===== src/rtl/mem_access_stage_if.sv =====
// rtl/mem_access_stage_if.sv - ready/ack memory port between the MEM stage and data memory
interface mem_access_stage_if #(
    parameter int DATA_WIDTH = 32
);
    logic                  mem_req;
    logic                  mem_we;
    logic [DATA_WIDTH-1:0] mem_addr;
    logic [DATA_WIDTH-1:0] mem_wdata;
    logic [3:0]            mem_be;
    logic                  mem_ack;
    logic [DATA_WIDTH-1:0] mem_rdata;

    modport master (
        output mem_req, mem_we, mem_addr, mem_wdata, mem_be,
        input  mem_ack, mem_rdata
    );

    modport slave (
        input  mem_req, mem_we, mem_addr, mem_wdata, mem_be,
        output mem_ack, mem_rdata
    );
endinterface


===== src/rtl/mem_access_stage.sv =====
// rtl/mem_access_stage.sv - MEM-stage load/store unit with byte enables, stall and misalign detect
module mem_access_stage #(
    parameter int DATA_WIDTH = 32
) (
    input  logic                  clk,
    input  logic                  rst,
    input  logic                  MemReadM,
    input  logic                  MemWriteM,
    input  logic [2:0]            funct3M,
    input  logic [DATA_WIDTH-1:0] ALUResultM,
    input  logic [DATA_WIDTH-1:0] WriteDataM,
    output logic [DATA_WIDTH-1:0] ReadData,
    output logic                  StallM,
    output logic                  MisalignM,
    mem_access_stage_if.master    mem
);
    typedef enum logic [1:0] {IDLE, BUSY, DONE} state_t;

    state_t                state_q, state_d;
    logic                  we_q, we_d;
    logic [DATA_WIDTH-1:0] addr_q, addr_d;
    logic [DATA_WIDTH-1:0] wdata_q, wdata_d;
    logic [DATA_WIDTH-1:0] rdata_q, rdata_d;
    logic [3:0]            be_q, be_d;
    logic [2:0]            f3_q, f3_d;
    logic [1:0]            off_q, off_d;

    logic                  access;
    logic                  illegal;
    logic [1:0]            off_in;
    logic [3:0]            be_new;
    logic [DATA_WIDTH-1:0] wdata_new;
    logic [7:0]            rbyte;
    logic [15:0]           rhalf;
    logic [DATA_WIDTH-1:0] load_ext;
    logic                  stall;
    logic                  misalign;

    assign access = MemReadM | MemWriteM;
    assign off_in = ALUResultM[1:0];

    // funct3[1:0] selects width; 011 and 11x are not RV32I load/store encodings
    assign illegal = (funct3M == 3'b011) || (funct3M[2:1] == 2'b11)
                  || ((funct3M[1:0] == 2'b01) && off_in[0])
                  || ((funct3M[1:0] == 2'b10) && (off_in != 2'b00));

    always_comb begin
        be_new    = 4'b1111;
        wdata_new = WriteDataM;
        case (funct3M[1:0])
            2'b00: begin
                be_new    = 4'b0001 << off_in;
                wdata_new = {4{WriteDataM[7:0]}};
            end
            2'b01: begin
                be_new    = off_in[1] ? 4'b1100 : 4'b0011;
                wdata_new = {2{WriteDataM[15:0]}};
            end
            default: begin
                be_new    = 4'b1111;
                wdata_new = WriteDataM;
            end
        endcase
    end

    // Lane selection uses the offset captured at accept, not the live address
    assign rbyte = mem.mem_rdata[{off_q, 3'b000} +: 8];
    assign rhalf = mem.mem_rdata[{off_q[1], 4'b0000} +: 16];

    always_comb begin
        case (f3_q)
            3'b000:  load_ext = {{(DATA_WIDTH-8){rbyte[7]}}, rbyte};
            3'b100:  load_ext = {{(DATA_WIDTH-8){1'b0}}, rbyte};
            3'b001:  load_ext = {{(DATA_WIDTH-16){rhalf[15]}}, rhalf};
            3'b101:  load_ext = {{(DATA_WIDTH-16){1'b0}}, rhalf};
            default: load_ext = mem.mem_rdata;
        endcase
    end

    always_comb begin
        state_d  = state_q;
        we_d     = we_q;
        addr_d   = addr_q;
        wdata_d  = wdata_q;
        rdata_d  = rdata_q;
        be_d     = be_q;
        f3_d     = f3_q;
        off_d    = off_q;
        stall    = 1'b0;
        misalign = 1'b0;
        case (state_q)
            IDLE: begin
                if (access) begin
                    if (illegal) begin
                        misalign = 1'b1;
                        if (!MemWriteM) rdata_d = '0;
                    end else begin
                        stall   = 1'b1;
                        we_d    = MemWriteM;
                        addr_d  = {ALUResultM[DATA_WIDTH-1:2], 2'b00};
                        wdata_d = wdata_new;
                        be_d    = be_new;
                        f3_d    = funct3M;
                        off_d   = off_in;
                        state_d = BUSY;
                    end
                end
            end
            BUSY: begin
                stall = 1'b1;
                if (mem.mem_ack) begin
                    if (!we_q) rdata_d = load_ext;
                    state_d = DONE;
                end
            end
            DONE:    state_d = IDLE;
            default: state_d = IDLE;
        endcase
    end

    always_ff @(posedge clk or posedge rst) begin
        if (rst) begin
            state_q <= IDLE;
            we_q    <= 1'b0;
            addr_q  <= '0;
            wdata_q <= '0;
            rdata_q <= '0;
            be_q    <= 4'b0000;
            f3_q    <= 3'b000;
            off_q   <= 2'b00;
        end else begin
            state_q <= state_d;
            we_q    <= we_d;
            addr_q  <= addr_d;
            wdata_q <= wdata_d;
            rdata_q <= rdata_d;
            be_q    <= be_d;
            f3_q    <= f3_d;
            off_q   <= off_d;
        end
    end

    // Stall/misalign are combinational off live inputs; force them low while reset is held
    assign StallM        = stall & ~rst;
    assign MisalignM     = misalign & ~rst;
    assign ReadData      = rdata_q;
    assign mem.mem_req   = (state_q == BUSY);
    assign mem.mem_we    = we_q;
    assign mem.mem_addr  = addr_q;
    assign mem.mem_wdata = wdata_q;
    assign mem.mem_be    = be_q;
endmodule

===== src/flat_wrapper.sv =====
// flat-port wrapper written by rule: the top's interface ports become plain ports
module mem_access_stage_flat 
#(
    parameter int DATA_WIDTH = 32
)
  (clk, rst, MemReadM, MemWriteM, funct3M, ALUResultM, WriteDataM, ReadData, StallM, MisalignM, mem_mem_req, mem_mem_we, mem_mem_addr, mem_mem_wdata, mem_mem_be, mem_mem_ack, mem_mem_rdata);
  mem_access_stage_if #(.DATA_WIDTH(DATA_WIDTH)) mem_i ();
  input  logic clk;
  input  logic rst;
  input  logic MemReadM;
  input  logic MemWriteM;
  input  logic [2:0] funct3M;
  input  logic [DATA_WIDTH-1:0] ALUResultM;
  input  logic [DATA_WIDTH-1:0] WriteDataM;
  output logic [DATA_WIDTH-1:0] ReadData;
  output logic StallM;
  output logic MisalignM;
  output wire logic [$bits(mem_i.mem_req)-1:0] mem_mem_req;
  output wire logic [$bits(mem_i.mem_we)-1:0] mem_mem_we;
  output wire logic [$bits(mem_i.mem_addr)-1:0] mem_mem_addr;
  output wire logic [$bits(mem_i.mem_wdata)-1:0] mem_mem_wdata;
  output wire logic [$bits(mem_i.mem_be)-1:0] mem_mem_be;
  input wire logic [$bits(mem_i.mem_ack)-1:0] mem_mem_ack;
  input wire logic [$bits(mem_i.mem_rdata)-1:0] mem_mem_rdata;
  assign mem_mem_req = mem_i.mem_req;
  assign mem_mem_we = mem_i.mem_we;
  assign mem_mem_addr = mem_i.mem_addr;
  assign mem_mem_wdata = mem_i.mem_wdata;
  assign mem_mem_be = mem_i.mem_be;
  assign mem_i.mem_ack = mem_mem_ack;
  assign mem_i.mem_rdata = mem_mem_rdata;
  mem_access_stage #(.DATA_WIDTH(DATA_WIDTH)) u_core (.clk(clk), .rst(rst), .MemReadM(MemReadM), .MemWriteM(MemWriteM), .funct3M(funct3M), .ALUResultM(ALUResultM), .WriteDataM(WriteDataM), .ReadData(ReadData), .StallM(StallM), .MisalignM(MisalignM), .mem(mem_i));
endmodule

===== config.mk =====
export PLATFORM = sky130hd
export DESIGN_NAME = mem_access_stage_flat
export DESIGN_NICKNAME = d
export VERILOG_FILES = /design/src/rtl/mem_access_stage_if.sv /design/src/rtl/mem_access_stage.sv /design/src/flat_wrapper.sv
export SDC_FILE = /design/constraint.sdc
export NUM_CORES = 1
export LEC_CHECK = 0
export BUFFER_PORTS_ARGS = -buffer_cell sky130_fd_sc_hd__buf_2
export CELL_PAD_IN_SITES_DETAIL_PLACEMENT = 1
export CELL_PAD_IN_SITES_GLOBAL_PLACEMENT = 1
export CORE_UTILIZATION = 40
export DETAILED_ROUTE_END_ITERATION = 10
export PLACE_DENSITY_LB_ADDON = 0.1
export REMOVE_ABC_BUFFERS = 1
export SKIP_CTS_REPAIR_TIMING = 1
export SLEW_MARGIN = 10
export SYNTH_ARGS = -nofsm -noshare
export SYNTH_HDL_FRONTEND = slang
export SYNTH_SLANG_ARGS = --single-unit

===== constraint.sdc =====
create_clock -name clk -period 11 [get_ports clk]
set_input_delay 2.75 -clock clk [delete_from_list [all_inputs] [get_ports clk]]
set_output_delay 2.75 -clock clk [all_outputs]
set_load 0.05 [all_outputs]

==> impl_metrics.env <==
export IMPL_status="finished clean"
export IMPL_fillers=1404
export IMPL_cts_buffers=9
export IMPL_dieArea_um2=13140
export IMPL_crit_type="primary input to output pin"
export IMPL_p_clk_share_pct=15.5
export IMPL_netlist_instances=433
export IMPL_crit_family="buffers and inverters"
export IMPL_drive_gt1_share_pct=44.36
export IMPL_synth_top_cell_area_share_pct=52.29
export IMPL_peakVddDrop_mv=0.1615
export IMPL_finalCriticalPeriod_ns=7.045
export IMPL_hold_class="register to register"
export IMPL_worstPathArrival_ns=4.30
export IMPL_stdcell_count=797
export IMPL_setup_viol=0
export IMPL_cp_slowest_cell="buf_2"
export IMPL_ff2ff_path_depth=4
export IMPL_grt_max_degree=87
export IMPL_critPathLaunch="funct3M[1]"
export IMPL_worst_slew_pin_slew_ns=1.148
export IMPL_internal_power_mw=1.021
export IMPL_dp_cells=781
export IMPL_io_buffers=205
export IMPL_yosysUniqueCellTypes=44
export IMPL_maxSlewHeadroom_pct=23.19
export IMPL_die_w_um=114.6
export IMPL_die_y_um=114.6
export IMPL_synth_avg_cell_area_um2=11.71
export IMPL_reg2reg_from="u_core.f3_q[1]"
export IMPL_cts_buffer_depth=2
export IMPL_cp_end_kind="output pin"
export IMPL_utilization_pct=53.33
export IMPL_slew_violations=0
export IMPL_required_ns=8.25
export IMPL_antenna_cells=0
export IMPL_cpMostUsedCell="buf_2"
export IMPL_fin_nets=728
export IMPL_yosysSeqAreaShare_pct=52.29
export IMPL_p_comb_share_pct=52.5
export IMPL_crit_buf_inv=2
export IMPL_max_stage_delay_ns=0.51
export IMPL_busiest_layer="met2"
export IMPL_place_congestion=0.7760
export IMPL_cp_cell_sequence="buf_2, a21oi_1, or2_1, nor3_1, buf_2"
export IMPL_grt_setup_unrepaired="no"
export IMPL_avgViaCountPerCell=5.199
export IMPL_synth_edf_count=0
export IMPL_yosys_top_cells_area="dfrtp_1 (52%), mux2_4 (8.3%), mux2i_1 (6.9%)"
export IMPL_cts_sinks=106
export IMPL_vias=4144
export IMPL_cts_tree="built"
export IMPL_grt_use_met2_pct=40.44
export IMPL_finalHoldViolations=0
export IMPL_synth_most_common_cell="dfrtp_1"
export IMPL_clock_latency_ns=0.35
export IMPL_io_pins=208
export IMPL_swShare_pct=50.33
export IMPL_seqPwrFrac_pct=32.0
export IMPL_htree_levels=3
export IMPL_wl_um=14670
export IMPL_max_freq_mhz=141.9
export IMPL_layout_setup_ws_ns=3.955
export IMPL_wl_per_cell_um=18.41
export IMPL_grt_pass1_wl_um=23370
export IMPL_drtAntennaViolNets=0
export IMPL_ys_ff_latch=106
export IMPL_post_route_cell_area_um2=6486
export IMPL_start_util_pct=41.71
export IMPL_path_clk_slew_ns=0.07
export IMPL_ys_flop_type="dfrtp_1"
export IMPL_use_met1_pct=27.77
export IMPL_place_hpwl_um=10610
export IMPL_hp_start="u_core.mem.mem_wdata[23]"
export IMPL_cts_root_buf="clkbuf_16"
export IMPL_synth_top_area_cell="dfrtp_1"
export IMPL_syn_area_um2=5072
export IMPL_syn2layout_area_growth_pct=27.87
export IMPL_place_ws_ns=3.910
export IMPL_hold_depth=2
export IMPL_rows=40
export IMPL_synthTopCellsByCount="dfrtp_1 (106), nand2_1 (37), o21ai_0 (36)"
export IMPL_groute_layer_met3_usage_pct=5.982
export IMPL_start_kind="primary input"
export IMPL_core_um2=12160
export IMPL_ys_warn_count=0
export IMPL_route_detailed_drc=0
export IMPL_grt_antenna_before_repair=0
export IMPL_post_route_period_util_pct=64.05
export IMPL_critical_path_depth=5
export IMPL_crit_fanout=31
export IMPL_power_density_nw_per_um2=317.0
export IMPL_dr_pass1_iters=4
export IMPL_whs_ns=0.4842
export IMPL_fin_setup_tns_ns=0
export IMPL_leakagePower_nw=3.429
export IMPL_finClkSkew_ns=0.005919
export IMPL_max_cap_viol_count=0
export IMPL_switchingPower_mw=1.035
export IMPL_grt_ovfl_total=0
export IMPL_grt_pass1_vias=4472
export IMPL_post_dp_cell_area_um2=6201
export IMPL_grt_total_usage_pct=23.33
export IMPL_drt_initial_drc_count=148
export IMPL_async_flop_share_pct=100.0
export IMPL_power_total_mw=2.056
## metal layers
metal,share of wire (%),vias to the layer above
li1,-,1941
met4,1.8,0
met2,50,127
met3,6.4,19
met5,0,-
met1,42,2057
## placed cells by master, fill, tap and decap left out, types with 3 or more instances in the layout
cell type,n
buf_2,205
dfrtp_1,106
nand2_1,37
o21ai_0,36
mux2i_1,35
mux2_4,28
a22o_1,22
mux2_2,19
a21oi_1,18
nor2_1,17
a21o_1,17
clkbuf_16,9
inv_1,8
or3_1,6
o22ai_1,6
clkinv_2,6
nand2b_1,5
o2111ai_1,5
a2bb2oi_1,5
buf_4,4
o21a_1,3
## power by group through the flow
stage / clock, mW / sequential [mW] / combinational [mW]
floorplan: 0 / 1.16 / 0.307
global placement: 0 / 0.654 / 1.07
detailed placement: 0 / 0.662 / 1.09
CTS: 0.328 / 0.658 / 1.09
global route: 0.340 / 0.681 / 1.14
finish: 0.319 / 0.657 / 1.08
## worst reg2reg max path: cells and delay by family (launching register included)
kind                   cells  cell delay [ns]
flip-flops                 1             0.97
AO/OA/AOI/OAI              2             0.59
multiplexers               1             0.25
buffers and inverters      1             0.57
## cells by family after synthesis
family                 count (synthesis)  synth area share [%]
and+or+nand+nor                       80                 7.302
DFF                                  106                 52.29
AOI/OAI and AO/OA                    122                 16.48
other                                  1               0.07393
muxes                                 83                 19.86
buffers and inverters                 41                 3.996
## layout make-up
cell class	instances	area [um2]	share of cell area [%]
clock buffer	9	225.2	3.472
clock inverter	7	60.06	0.9259
inverter	11	43.79	0.6752
multi-input combinational	287	2238	34.51
sequential	106	2653	40.90
tap	168	210.2	3.241
timing repair buffer	209	1056	16.28
## state kept, by name, summed over array words and instances, names as in the netlist
register and flops:
u_core.mem.mem_wdata 32, u_core.state_q 2, u_core.mem.mem_we 1, u_core.ReadData 32
u_core.off_q 2, u_core.f3_q 3, u_core.mem.mem_addr 30, u_core.mem.mem_be 4
## final timing paths
| kind | endpoint | slack [ns] |
|---|---|---|
| max | MisalignM | 3.95 |
| min | u_core.mem.mem_wdata[23] | 0.48 |
| max reg2reg | u_core.ReadData[0] | 8.51 |
| min reg2reg | u_core.mem.mem_wdata[23] | 0.48 |
| max in group asynchronous | u_core.mem.mem_addr[11] | 7.23 |
| min in group asynchronous | u_core.state_q[0] | 2.37 |
Note: power is estimated with default switching activity, not from simulation.
